--- config.mk ---
export PLATFORM = sky130hd
export DESIGN_NAME = seven_seg_scanner
export DESIGN_NICKNAME = d
export VERILOG_FILES = /design/src/rtl/seven_seg_scanner.sv
export SDC_FILE = /design/constraint.sdc
export NUM_CORES = 1
export LEC_CHECK = 0
export BUFFER_PORTS_ARGS = -buffer_cell sky130_fd_sc_hd__buf_2
export CAP_MARGIN = 20
export CORE_UTILIZATION = 25
export CTS_CLUSTER_DIAMETER = 150
export DETAILED_ROUTE_END_ITERATION = 16
export GPL_ROUTABILITY_DRIVEN = 0
export GPL_TIMING_DRIVEN = 0
export PLACE_DENSITY = 0.45
export SLEW_MARGIN = 20
export SYNTH_ARGS = -nofsm -noshare
export SYNTH_HDL_FRONTEND = slang
export SYNTH_SLANG_ARGS = --single-unit
export TNS_END_PERCENT = 100
--- constraint.sdc ---
create_clock -name clk -period 3.4 [get_ports clk]
set_input_delay 0.17 -clock clk [delete_from_list [all_inputs] [get_ports clk]]
set_output_delay 0.17 -clock clk [all_outputs]
set_load 0.02 [all_outputs]
--- src/rtl/seven_seg_scanner.sv ---
// seven_seg_scanner: time-multiplexed N-digit common-anode 7-segment driver with
// frame-locked shadow inputs, PWM brightness, dead time and frame-locked blinking.
module seven_seg_scanner #(
   parameter int NUM_DIGITS   = 8,
   parameter int SCAN_DIV     = 1024,
   parameter int BRIGHT_W     = 4,
   parameter int DEAD         = 4,
   parameter int BLINK_FRAMES = 64
) (
   input  logic                    clk,
   input  logic                    rst,
   input  logic [4*NUM_DIGITS-1:0] digits,
   input  logic [NUM_DIGITS-1:0]   dp,
   input  logic [NUM_DIGITS-1:0]   blank,
   input  logic [NUM_DIGITS-1:0]   blink_mask,
   input  logic [BRIGHT_W-1:0]     brightness,
   output logic [7:0]              segment,
   output logic [NUM_DIGITS-1:0]   enable,
   output logic                    frame_done
);
   localparam int CW   = SCAN_DIV > 1 ? $clog2(SCAN_DIV) : 1;
   localparam int LW   = CW + 1;
   localparam int IW   = NUM_DIGITS > 1 ? $clog2(NUM_DIGITS) : 1;
   localparam int FW   = BLINK_FRAMES > 1 ? $clog2(BLINK_FRAMES) : 1;
   localparam int STEP = SCAN_DIV >> BRIGHT_W;

   logic [CW-1:0]           cnt;
   logic [IW-1:0]           idx;
   logic [FW-1:0]           frame_cnt;
   logic                    blink_phase;
   logic                    loaded;
   logic [4*NUM_DIGITS-1:0] digits_s;
   logic [NUM_DIGITS-1:0]   dp_s;
   logic [NUM_DIGITS-1:0]   blank_s;
   logic [NUM_DIGITS-1:0]   blink_s;
   logic [BRIGHT_W-1:0]     bright_s;
   logic                    slot_end;
   logic                    frame_wrap;
   logic                    active;
   logic                    dark;
   logic [LW-1:0]           lit_end;
   logic [3:0]              hex;
   logic [6:0]              seg_abc;

   function automatic logic [6:0] decode(input logic [3:0] h);
      case (h)
         4'h0: decode = 7'b0000001;
         4'h1: decode = 7'b1001111;
         4'h2: decode = 7'b0010010;
         4'h3: decode = 7'b0000110;
         4'h4: decode = 7'b1001100;
         4'h5: decode = 7'b0100100;
         4'h6: decode = 7'b0100000;
         4'h7: decode = 7'b0001111;
         4'h8: decode = 7'b0000000;
         4'h9: decode = 7'b0000100;
         4'hA: decode = 7'b0001000;
         4'hB: decode = 7'b1100000;
         4'hC: decode = 7'b0110001;
         4'hD: decode = 7'b1000010;
         4'hE: decode = 7'b0110000;
         default: decode = 7'b0111000;
      endcase
   endfunction

   always_comb begin
      slot_end   = cnt == CW'(SCAN_DIV - 1);
      frame_wrap = loaded && slot_end && idx == IW'(NUM_DIGITS - 1);
      lit_end    = LW'((32'(bright_s) + 32'd1) * 32'(STEP));
      active     = int'(cnt) >= DEAD && {1'b0, cnt} < lit_end;
      hex        = digits_s[4*idx +: 4];
      seg_abc    = decode(hex);
      dark       = !loaded || !active || blank_s[idx] || (blink_s[idx] && blink_phase);
   end

   // The first edge after reset only loads the shadows; scanning starts on the next one.
   always_ff @(posedge clk or posedge rst) begin
      if (rst) begin
         cnt         <= '0;
         idx         <= '0;
         frame_cnt   <= '0;
         blink_phase <= 1'b0;
         loaded      <= 1'b0;
         digits_s    <= '0;
         dp_s        <= '0;
         blank_s     <= '0;
         blink_s     <= '0;
         bright_s    <= '0;
         segment     <= 8'hFF;
         enable      <= '1;
         frame_done  <= 1'b0;
      end else begin
         loaded     <= 1'b1;
         frame_done <= frame_wrap;
         if (!loaded || frame_wrap) begin
            digits_s <= digits;
            dp_s     <= dp;
            blank_s  <= blank;
            blink_s  <= blink_mask;
            bright_s <= brightness;
         end
         if (loaded) begin
            cnt <= slot_end ? '0 : cnt + 1'b1;
            if (slot_end)
               idx <= idx == IW'(NUM_DIGITS - 1) ? '0 : idx + 1'b1;
         end
         if (frame_wrap) begin
            frame_cnt <= frame_cnt == FW'(BLINK_FRAMES - 1) ? '0 : frame_cnt + 1'b1;
            if (frame_cnt == FW'(BLINK_FRAMES - 1))
               blink_phase <= ~blink_phase;
         end
         segment <= dark ? 8'hFF : {seg_abc, ~dp_s[idx]};
         enable  <= dark ? '1 : ~(NUM_DIGITS'(1) << idx);
      end
   end

   a_one_digit: assert property (@(posedge clk) disable iff (rst) $countones(~enable) <= 1);
endmodule
==> report_table.html, run 1 <==
<table>
<tr><th>Metric</th><th>Value</th></tr>
<tr><th colspan="2">Status</th></tr>
<tr><td>Outcome</td><td>complete, no violations</td></tr>
<tr><th colspan="2">Synthesis</th></tr>
<tr><td>Total of warnings raised by yosys</td><td>0</td></tr>
<tr><td>Number of enable flip-flop cells after synthesis</td><td>0</td></tr>
<tr><td>Gate count of the mapped netlist</td><td>356</td></tr>
<tr><td>Sequential fraction of the synthesis area</td><td>0.498</td></tr>
<tr><td>Mean instance size in the synthesized netlist</td><td>13.9 um^2</td></tr>
<tr><td>Number of distinct standard cells referenced by the synthesized netlist</td><td>47</td></tr>
<tr><td>Post-synthesis instance area</td><td>4960 um^2</td></tr>
<tr><td>Leading register cell type out of synthesis</td><td>sky130_fd_sc_hd__dfrtp_1</td></tr>
<tr><td>Post-synthesis register bit count</td><td>98</td></tr>
<tr><td>Synth Net Count</td><td>437</td></tr>
<tr><td>Asr flop ratio synth</td><td>1.00</td></tr>
<tr><th colspan="2">Detailed routing</th></tr>
<tr><td>Number of vias in the routed layout</td><td>3039</td></tr>
<tr><td>Detail-routed net length per standard cell</td><td>15.6 um</td></tr>
<tr><td>Iter 0 DRT Violations</td><td>128</td></tr>
<tr><td># DRC</td><td>0</td></tr>
<tr><td>Remaining antenna violation count after routing</td><td>0</td></tr>
<tr><td>Detailed-route wire length</td><td>11200 um</td></tr>
<tr><td>Router iterations before antenna repair</td><td>4</td></tr>
<tr><td>Vias per Instance</td><td>4.24</td></tr>
<tr><th colspan="2">Timing</th></tr>
<tr><td>Final Hold Slack</td><td>37.7 ps</td></tr>
<tr><td>Accumulated negative setup slack</td><td>0 ps</td></tr>
<tr><td>Max Slew Vio Count</td><td>0</td></tr>
<tr><td>Final setup violation count</td><td>0</td></tr>
<tr><td>Final worst path period need</td><td>2840 ps</td></tr>
<tr><td>RSZ-0062 raised after global routing</td><td>false</td></tr>
<tr><td>Worst setup skew after layout</td><td>13.0 ps</td></tr>
<tr><td>Timing-limited maximum frequency</td><td>352 MHz</td></tr>
<tr><td>Worst-Margin Slew</td><td>669 ps</td></tr>
<tr><td>Worst slew margin relative to its limit</td><td>0.554</td></tr>
<tr><td>Total count of hold-check failures in the final report</td><td>0</td></tr>
<tr><td>Part of the cycle the worst path needs</td><td>0.835</td></tr>
<tr><th colspan="2">Clock network</th></tr>
<tr><td>Buffer levels on the longest clock path</td><td>2</td></tr>
<tr><td>Clock latency of the later-clocked register in the worst-skew pair</td><td>360 ps</td></tr>
<tr><td>Number of buffers inserted during clock tree synthesis</td><td>9</td></tr>
<tr><td>H-tree depth reported by CTS</td><td>3</td></tr>
<tr><td>Clock sink count</td><td>98</td></tr>
<tr><td>CTS tree</td><td>yes</td></tr>
<tr><td>Master cell of the clock root buffer</td><td>sky130_fd_sc_hd__clkbuf_16</td></tr>
<tr><td>Post-CTS Resized</td><td>0</td></tr>
<tr><td>Clock-pin slew of the registers on the worst-case setup and hold paths</td><td>70 ps</td></tr>
<tr><th colspan="2">Flow run</th></tr>
<tr><td># Max-Cap Violations</td><td>0</td></tr>
<tr><th colspan="2">Place</th></tr>
<tr><td>Placed cell area</td><td>5720 um^2</td></tr>
<tr><td>Detail Placement HPWL</td><td>8180 um</td></tr>
<tr><td>Port bufs</td><td>78</td></tr>
<tr><th colspan="2">Cells and area</th></tr>
<tr><td>Number of nets in the layout</td><td>528</td></tr>
<tr><td>Finished Core Util</td><td>0.310</td></tr>
<tr><td>Antenna diode count</td><td>0</td></tr>
<tr><td>Area growth, synth to finish</td><td>21.5%</td></tr>
<tr><td>Fillers</td><td>1958</td></tr>
<tr><td>Multi-input logic area</td><td>2250 um^2</td></tr>
<tr><td>Final instance area</td><td>6030 um^2</td></tr>
<tr><td>Area taken by flip-flops and latches</td><td>2470 um^2</td></tr>
<tr><td>Fraction of final layout cells with drive strength greater than 1</td><td>0.460</td></tr>
<tr><th colspan="2">Power and ir drop</th></tr>
<tr><td>Clock share of power</td><td>0.360</td></tr>
<tr><td>Peak VDD IR</td><td>270 uV</td></tr>
<tr><td>Switching share of power</td><td>0.268</td></tr>
<tr><td>Design internal power</td><td>0.00213 W</td></tr>
<tr><td>Power density relative to cell area</td><td>481 nW/um^2</td></tr>
<tr><td>Power share of the combinational group</td><td>0.162</td></tr>
<tr><td>Total leakage power</td><td>2.74 nW</td></tr>
<tr><td>Sequential share of power</td><td>0.477</td></tr>
<tr><td>Switching power</td><td>0.000777 W</td></tr>
<tr><th colspan="2">GRT</th></tr>
<tr><td>Via count of the first global-routing pass</td><td>3307</td></tr>
<tr><td>Wire length of the first global-routing pass</td><td>18300 um</td></tr>
<tr><td>Overflow left after global routing</td><td>0</td></tr>
<tr><td>Tot GR Track Use</td><td>0.120</td></tr>
<tr><td>Antenna violations before repair</td><td>0</td></tr>
<tr><td>Largest net degree at the start of global routing</td><td>78</td></tr>
<tr><th colspan="2">Setup path</th></tr>
<tr><td>Critical path endpoint category</td><td>flop</td></tr>
<tr><td>Critical path launch point type</td><td>flop</td></tr>
<tr><td>Setup CP Type</td><td>reg2reg</td></tr>
<tr><td>Endpoint required time on the critical path</td><td>3650 ps</td></tr>
<tr><td>Signal arrival time at the worst endpoint</td><td>3090 ps</td></tr>
<tr><td>Crit path max fanout</td><td>10</td></tr>
<tr><th colspan="2">Floorplanning</th></tr>
<tr><td>Number of cell rows</td><td>51</td></tr>
<tr><td>Area of the core</td><td>19500 um^2</td></tr>
<tr><td>Initial Utilization</td><td>0.255</td></tr>
<tr><td>Horizontal extent of the die</td><td>143 um</td></tr>
<tr><td>Number of top-level pins</td><td>79</td></tr>
<tr><td>Die Y</td><td>143 um</td></tr>
<tr><td>Total die area</td><td>20400 um^2</td></tr>
<tr><th colspan="2">Min path</th></tr>
<tr><td>Path class of the lowest-slack min-delay path</td><td>in2reg</td></tr>
</table>
==> per-stage QoR <==
step	instances	worst slack, ps	total power [W]
after floorplan	356	694	0.00173
after global placement	699	-533	0.00186
after detailed placement	700	539	0.00188
after CTS	717	530	0.00296
after global routing	717	324	0.00306
final	717	560	0.00290
==> cells by family after synthesis <==
family,share of synthesized area
AO/OA/AOI/OAI,0.0562
XOR/XNOR,0.0194
adder cells (fa/ha/maj),0.0479
buffers and inverters,0.0484
flip-flops,0.498
multiplexers,0.254
other,0.000755
AND/OR/NAND/NOR,0.0751
==> synthesized netlist by cell type, types with 2 or more instances <==
cell type	n	share of area
sky130_fd_sc_hd__nor3_1	2	0.0020
sky130_fd_sc_hd__inv_1	13	0.0098
sky130_fd_sc_hd__dfrtp_1	82	0.41
sky130_fd_sc_hd__nor2_1	11	0.0083
sky130_fd_sc_hd__nor4_1	3	0.0038
sky130_fd_sc_hd__mux2_2	2	0.0045
sky130_fd_sc_hd__o31ai_1	2	0.0030
sky130_fd_sc_hd__nand2_1	27	0.020
sky130_fd_sc_hd__nand4_1	4	0.0050
sky130_fd_sc_hd__dfstp_2	16	0.085
sky130_fd_sc_hd__o22a_1	2	0.0035
sky130_fd_sc_hd__mux2i_1	10	0.020
sky130_fd_sc_hd__ha_1	19	0.048
sky130_fd_sc_hd__nand2b_1	2	0.0025
sky130_fd_sc_hd__o311ai_0	2	0.0035
sky130_fd_sc_hd__mux2_4	60	0.18
sky130_fd_sc_hd__o22ai_1	4	0.0050
sky130_fd_sc_hd__buf_12	7	0.028
sky130_fd_sc_hd__xnor2_1	6	0.011
sky130_fd_sc_hd__nand3_1	16	0.016
sky130_fd_sc_hd__o21ai_0	12	0.012
sky130_fd_sc_hd__o221ai_1	4	0.0071
sky130_fd_sc_hd__buf_2	7	0.0071
sky130_fd_sc_hd__xor2_1	5	0.0088
sky130_fd_sc_hd__mux4_2	10	0.045
sky130_fd_sc_hd__a21oi_1	7	0.0071
==> critical path, cell delays in order, from the launching register on <==
cell	delay, ps
sky130_fd_sc_hd__dfrtp_1	570
sky130_fd_sc_hd__buf_2	400
sky130_fd_sc_hd__mux4_2	360
sky130_fd_sc_hd__a21oi_1	570
sky130_fd_sc_hd__inv_1	180
sky130_fd_sc_hd__ha_1	220
sky130_fd_sc_hd__inv_1	80
sky130_fd_sc_hd__nor2_1	50
sky130_fd_sc_hd__a211oi_1	200
sky130_fd_sc_hd__o21ai_1	110
==> power by group through the flow <==
stage | Combinational [W] | Clock [W] | Sequential, W
global route | 0.000519 | 0.00114 | 0.00140
floorplan | 0.000326 | 0 | 0.00141
CTS | 0.000479 | 0.00109 | 0.00139
global placement | 0.000459 | 0 | 0.00140
finish | 0.000472 | 0.00105 | 0.00138
detailed placement | 0.000475 | 0 | 0.00141
==> metal layers <==
layer,wire length (um),vias to the layer above,GRT usage,share of wire
li1,-,1459,-,-
met1,5420,1500,0.165,0.49
met2,5110,66,0.182,0.46
met3,433,14,0.0278,0.039
met4,210,0,0.0475,0.019
met5,0,-,0,0
==> cells in the final DEF (no fill, tap or decap), drive strengths merged, types with 13 or more instances in the layout <==
cell type  netlist  final
buf             15     94
ha              19     19
dfstp           16     16
inv             14     17
nand2           28     28
nand3           17     17
o21ai           13     13
dfrtp           82     82
mux2            62     62
==> area by class of cell <==
cell class                      instances  area share
Sequential cell                        98       0.410
Multi-Input combinational cell        229       0.373
Timing Repair Buffer                   80      0.0710
Tap cell                              265      0.0550
Clock buffer                            9      0.0373
Buffer                                 15      0.0303
Clock inverter                          7      0.0127
Inverter                               14      0.0104
==> registers in the layout (all words and copies together) (netlist names) <==
name / cells
blank_s: 8
blink_phase: 1
blink_s: 8
bright_s: 4
cnt: 10
digits_s: 32
dp_s: 8
enable: 8
frame_cnt: 6
frame_done: 1
idx: 3
loaded: 1
segment: 8
==> worst paths after layout <==
check | startpoint | end | slack [ps] | depth (start not counted)
setup / recovery | idx[1] | segment[4] | 560 | 9
hold / removal | digits[2] | digits_s[2] | 40 | 2
setup reg to reg | idx[1] | segment[4] | 560 | 9
hold reg to reg | frame_cnt[5] | frame_cnt[5] | 480 | 1
max in group asynchronous | rst | dp_s[6] | 2460 | 4
min in group asynchronous | rst | digits_s[23] | 300 | 3
==> what timing repair did <==
| action | in CTS | in global routing |
|---|---|---|
| endpoints found under the setup margin | 0 | 0 |
| hold buffers | 1 | 0 |
| endpoints found under the hold margin | 21 | 0 |
| setup buffers | 0 | 0 |
(Power assumes the default switching activity.)
==> run 2: changes to the inputs <==
PLACE_DENSITY = 0.46   (was 0.45)
clock period = 2.45 ns   (was 3.4 ns; I/O delays follow)
==> run 2 against run 1 <==
Compared with the run above: sequential share of layout area down 3.5 points; setup slack worse by 430 ps; critical path depth decreased by 1; register-to-register slack worse by 430 ps; wire length up 1.9%; critical endpoint is now segment[3].
==> report_table.html, run 2 (synthesis results as in run 1) <==
<table>
<tr><th>Metric</th><th>Value</th></tr>
<tr><th colspan="2">Status</th></tr>
<tr><td>Outcome</td><td>complete, no violations</td></tr>
<tr><th colspan="2">Floorplanning</th></tr>
<tr><td>Area of the core</td><td>19500 um^2</td></tr>
<tr><td>Horizontal extent of the die</td><td>143 um</td></tr>
<tr><td>Number of cell rows</td><td>51</td></tr>
<tr><td>Number of top-level pins</td><td>79</td></tr>
<tr><td>Die Y</td><td>143 um</td></tr>
<tr><td>Total die area</td><td>20400 um^2</td></tr>
<tr><td>Initial Utilization</td><td>0.255</td></tr>
<tr><th colspan="2">GRT</th></tr>
<tr><td>Antenna violations before repair</td><td>0</td></tr>
<tr><td>Tot GR Track Use</td><td>0.123</td></tr>
<tr><td>Overflow left after global routing</td><td>0</td></tr>
<tr><td>Wire length of the first global-routing pass</td><td>18700 um</td></tr>
<tr><td>Via count of the first global-routing pass</td><td>3492</td></tr>
<tr><td>Largest net degree at the start of global routing</td><td>33</td></tr>
<tr><th colspan="2">Timing</th></tr>
<tr><td>Total count of hold-check failures in the final report</td><td>0</td></tr>
<tr><td>Final setup violation count</td><td>0</td></tr>
<tr><td>Worst-Margin Slew</td><td>539 ps</td></tr>
<tr><td>Worst setup skew after layout</td><td>10.4 ps</td></tr>
<tr><td>Final worst path period need</td><td>2320 ps</td></tr>
<tr><td>Part of the cycle the worst path needs</td><td>0.947</td></tr>
<tr><td>Worst slew margin relative to its limit</td><td>0.640</td></tr>
<tr><td>Max Slew Vio Count</td><td>0</td></tr>
<tr><td>Final Hold Slack</td><td>15.7 ps</td></tr>
<tr><td>RSZ-0062 raised after global routing</td><td>true</td></tr>
<tr><td>Timing-limited maximum frequency</td><td>431 MHz</td></tr>
<tr><th colspan="2">Place</th></tr>
<tr><td>Detail Placement HPWL</td><td>8350 um</td></tr>
<tr><td>Port bufs</td><td>78</td></tr>
<tr><td>Placed insts</td><td>702</td></tr>
<tr><th colspan="2">Clock network</th></tr>
<tr><td>Clock-pin slew of the registers on the worst-case setup and hold paths</td><td>70 ps</td></tr>
<tr><td>Clock sink count</td><td>98</td></tr>
<tr><td>Buffer levels on the longest clock path</td><td>2</td></tr>
<tr><td>Clock latency of the later-clocked register in the worst-skew pair</td><td>350 ps</td></tr>
<tr><td>H-tree depth reported by CTS</td><td>3</td></tr>
<tr><td>Master cell of the clock root buffer</td><td>sky130_fd_sc_hd__clkbuf_16</td></tr>
<tr><td>CTS tree</td><td>yes</td></tr>
<tr><td>Number of buffers inserted during clock tree synthesis</td><td>9</td></tr>
<tr><th colspan="2">Power and ir drop</th></tr>
<tr><td>Sequential share of power</td><td>0.479</td></tr>
<tr><td>Power share of the combinational group</td><td>0.183</td></tr>
<tr><td>Design internal power</td><td>0.00293 W</td></tr>
<tr><td>Clock share of power</td><td>0.338</td></tr>
<tr><td>Switching power</td><td>0.00108 W</td></tr>
<tr><td>Peak VDD IR</td><td>340 uV</td></tr>
<tr><td>Switching share of power</td><td>0.268</td></tr>
<tr><td>Total leakage power</td><td>2.95 nW</td></tr>
<tr><td>Power density relative to cell area</td><td>607 nW/um^2</td></tr>
<tr><th colspan="2">Detailed routing</th></tr>
<tr><td>Vias per Instance</td><td>4.23</td></tr>
<tr><td>Router iterations before antenna repair</td><td>4</td></tr>
<tr><td>Detail-routed net length per standard cell</td><td>14.8 um</td></tr>
<tr><td>Remaining antenna violation count after routing</td><td>0</td></tr>
<tr><td>Detailed-route wire length</td><td>11400 um</td></tr>
<tr><td>Number of vias in the routed layout</td><td>3260</td></tr>
<tr><td># DRC</td><td>0</td></tr>
<tr><td>Iter 0 DRT Violations</td><td>103</td></tr>
<tr><th colspan="2">Cells and area</th></tr>
<tr><td>Antenna diode count</td><td>0</td></tr>
<tr><td>Area growth, synth to finish</td><td>33.0%</td></tr>
<tr><td>Number of nets in the layout</td><td>581</td></tr>
<tr><td>Count of non-filler cells in the finished layout</td><td>770</td></tr>
<tr><td>Largest registers</td><td>digits_s (32), cnt (10)</td></tr>
<tr><td>Largest register by flop count</td><td>digits_s</td></tr>
<tr><td>Highest-count cells in the layout ignoring fill and taps</td><td>sky130_fd_sc_hd__buf_2, sky130_fd_sc_hd__dfrtp_1, sky130_fd_sc_hd__mux2_4, sky130_fd_sc_hd__dlygate4sd3_1, sky130_fd_sc_hd__nand2_1</td></tr>
<tr><td>Fraction of final layout cells with drive strength greater than 1</td><td>0.430</td></tr>
<tr><td>Largest register FFs</td><td>32</td></tr>
<tr><td>Finished Core Util</td><td>0.339</td></tr>
<tr><th colspan="2">Setup path</th></tr>
<tr><td>Endpoint required time on the critical path</td><td>2710 ps</td></tr>
<tr><td>Signal arrival time at the worst endpoint</td><td>2580 ps</td></tr>
<tr><td>Critical path endpoint category</td><td>flop</td></tr>
<tr><td>Setup CP Type</td><td>reg2reg</td></tr>
<tr><td>Crit path max fanout</td><td>7</td></tr>
<tr><td>Critical path launch point type</td><td>flop</td></tr>
<tr><th colspan="2">Min path</th></tr>
<tr><td>Path class of the lowest-slack min-delay path</td><td>in2reg</td></tr>
<tr><th colspan="2">Flow run</th></tr>
<tr><td># Max-Cap Violations</td><td>0</td></tr>
</table>
[run 2: cell types whose count changed in the layout (fill, tap and decap cells not counted), sizes merged]
| cell | previous run | this run |
|---|---|---|
| bufinv | 1 | 0 |
| clkbuf | 9 | 12 |
| clkinvlp | 1 | 4 |
| dlygate4sd3 | 1 | 50 |
| buf | 94 | 97 |
| inv | 17 | 13 |
[run 2: routing by layer]
layer | GRT usage | part of all wire
met1 | 0.159 | 0.47
met2 | 0.197 | 0.48
met3 | 0.0228 | 0.033
met4 | 0.0583 | 0.022
met5 | 0 | 0
[run 2: repair_timing]
| action | CTS | global route |
|---|---|---|
| setup buffers | 1 | 1 |
| hold buffers | 50 | 0 |
| pin swaps | 0 | 1 |
| hold endpoints to repair | 58 | 0 |
| resized for setup | 6 | 8 |
| setup endpoints to repair | 7 | 14 |
[run 2: power by group through the flow]
stage               combinational (W)  sequential [W]  clock [W]
finish                       0.000732         0.00192    0.00136
global route                 0.000808         0.00195    0.00147
CTS                          0.000735         0.00192    0.00141
detailed placement           0.000663         0.00195          0
global placement             0.000635         0.00195          0
floorplan                    0.000453         0.00195          0
[run 2: layout make-up]
class	instances	area, um^2
buffer	15	200
inverter	14	61.3
timing repair buffer	133	973
fill	1938	12900
clock buffer	11	243
clock inverter	5	40.0
multi-input combinational	229	2280
sequential	98	2470
tap	265	332
[run 2: path summary, 6_finish.rpt]
kind | startpoint | to | slack (ps) | cells past startpoint
setup reg to reg | idx[0] | segment[3] | 130 | 8
setup / recovery | idx[0] | segment[3] | 130 | 8
hold reg to reg | frame_cnt[5] | frame_cnt[5] | 490 | 1
hold / removal | brightness[2] | bright_s[2] | 20 | 2
max in group asynchronous | rst | digits_s[0] | 1450 | 5
min in group asynchronous | rst | digits_s[27] | 320 | 3
[run 2: through the flow]
stage / instance area [um^2] / worst slack, ps / setup TNS [ps] / power, W
final: 6600 / 130 / 0 / 0.00401
after global routing: 6600 / -21.1 / -34.3 / 0.00422
after CTS: 6560 / 1.76 / 0 / 0.00407
after detailed placement: 5760 / -282 / -1290 / 0.00261
after global placement: 5690 / -292 / -1210 / 0.00258
after floorplan: 4970 / 375 / 0 / 0.00240
[run 2: critical path: stages, from the launching register on]
cell and delay (ps):
sky130_fd_sc_hd__dfrtp_1 390, sky130_fd_sc_hd__buf_6 190, sky130_fd_sc_hd__mux4_2 540, sky130_fd_sc_hd__a21oi_2 330
sky130_fd_sc_hd__ha_2 280, sky130_fd_sc_hd__inv_1 50, sky130_fd_sc_hd__a21oi_1 170, sky130_fd_sc_hd__a21oi_1 70
sky130_fd_sc_hd__o221ai_1 210
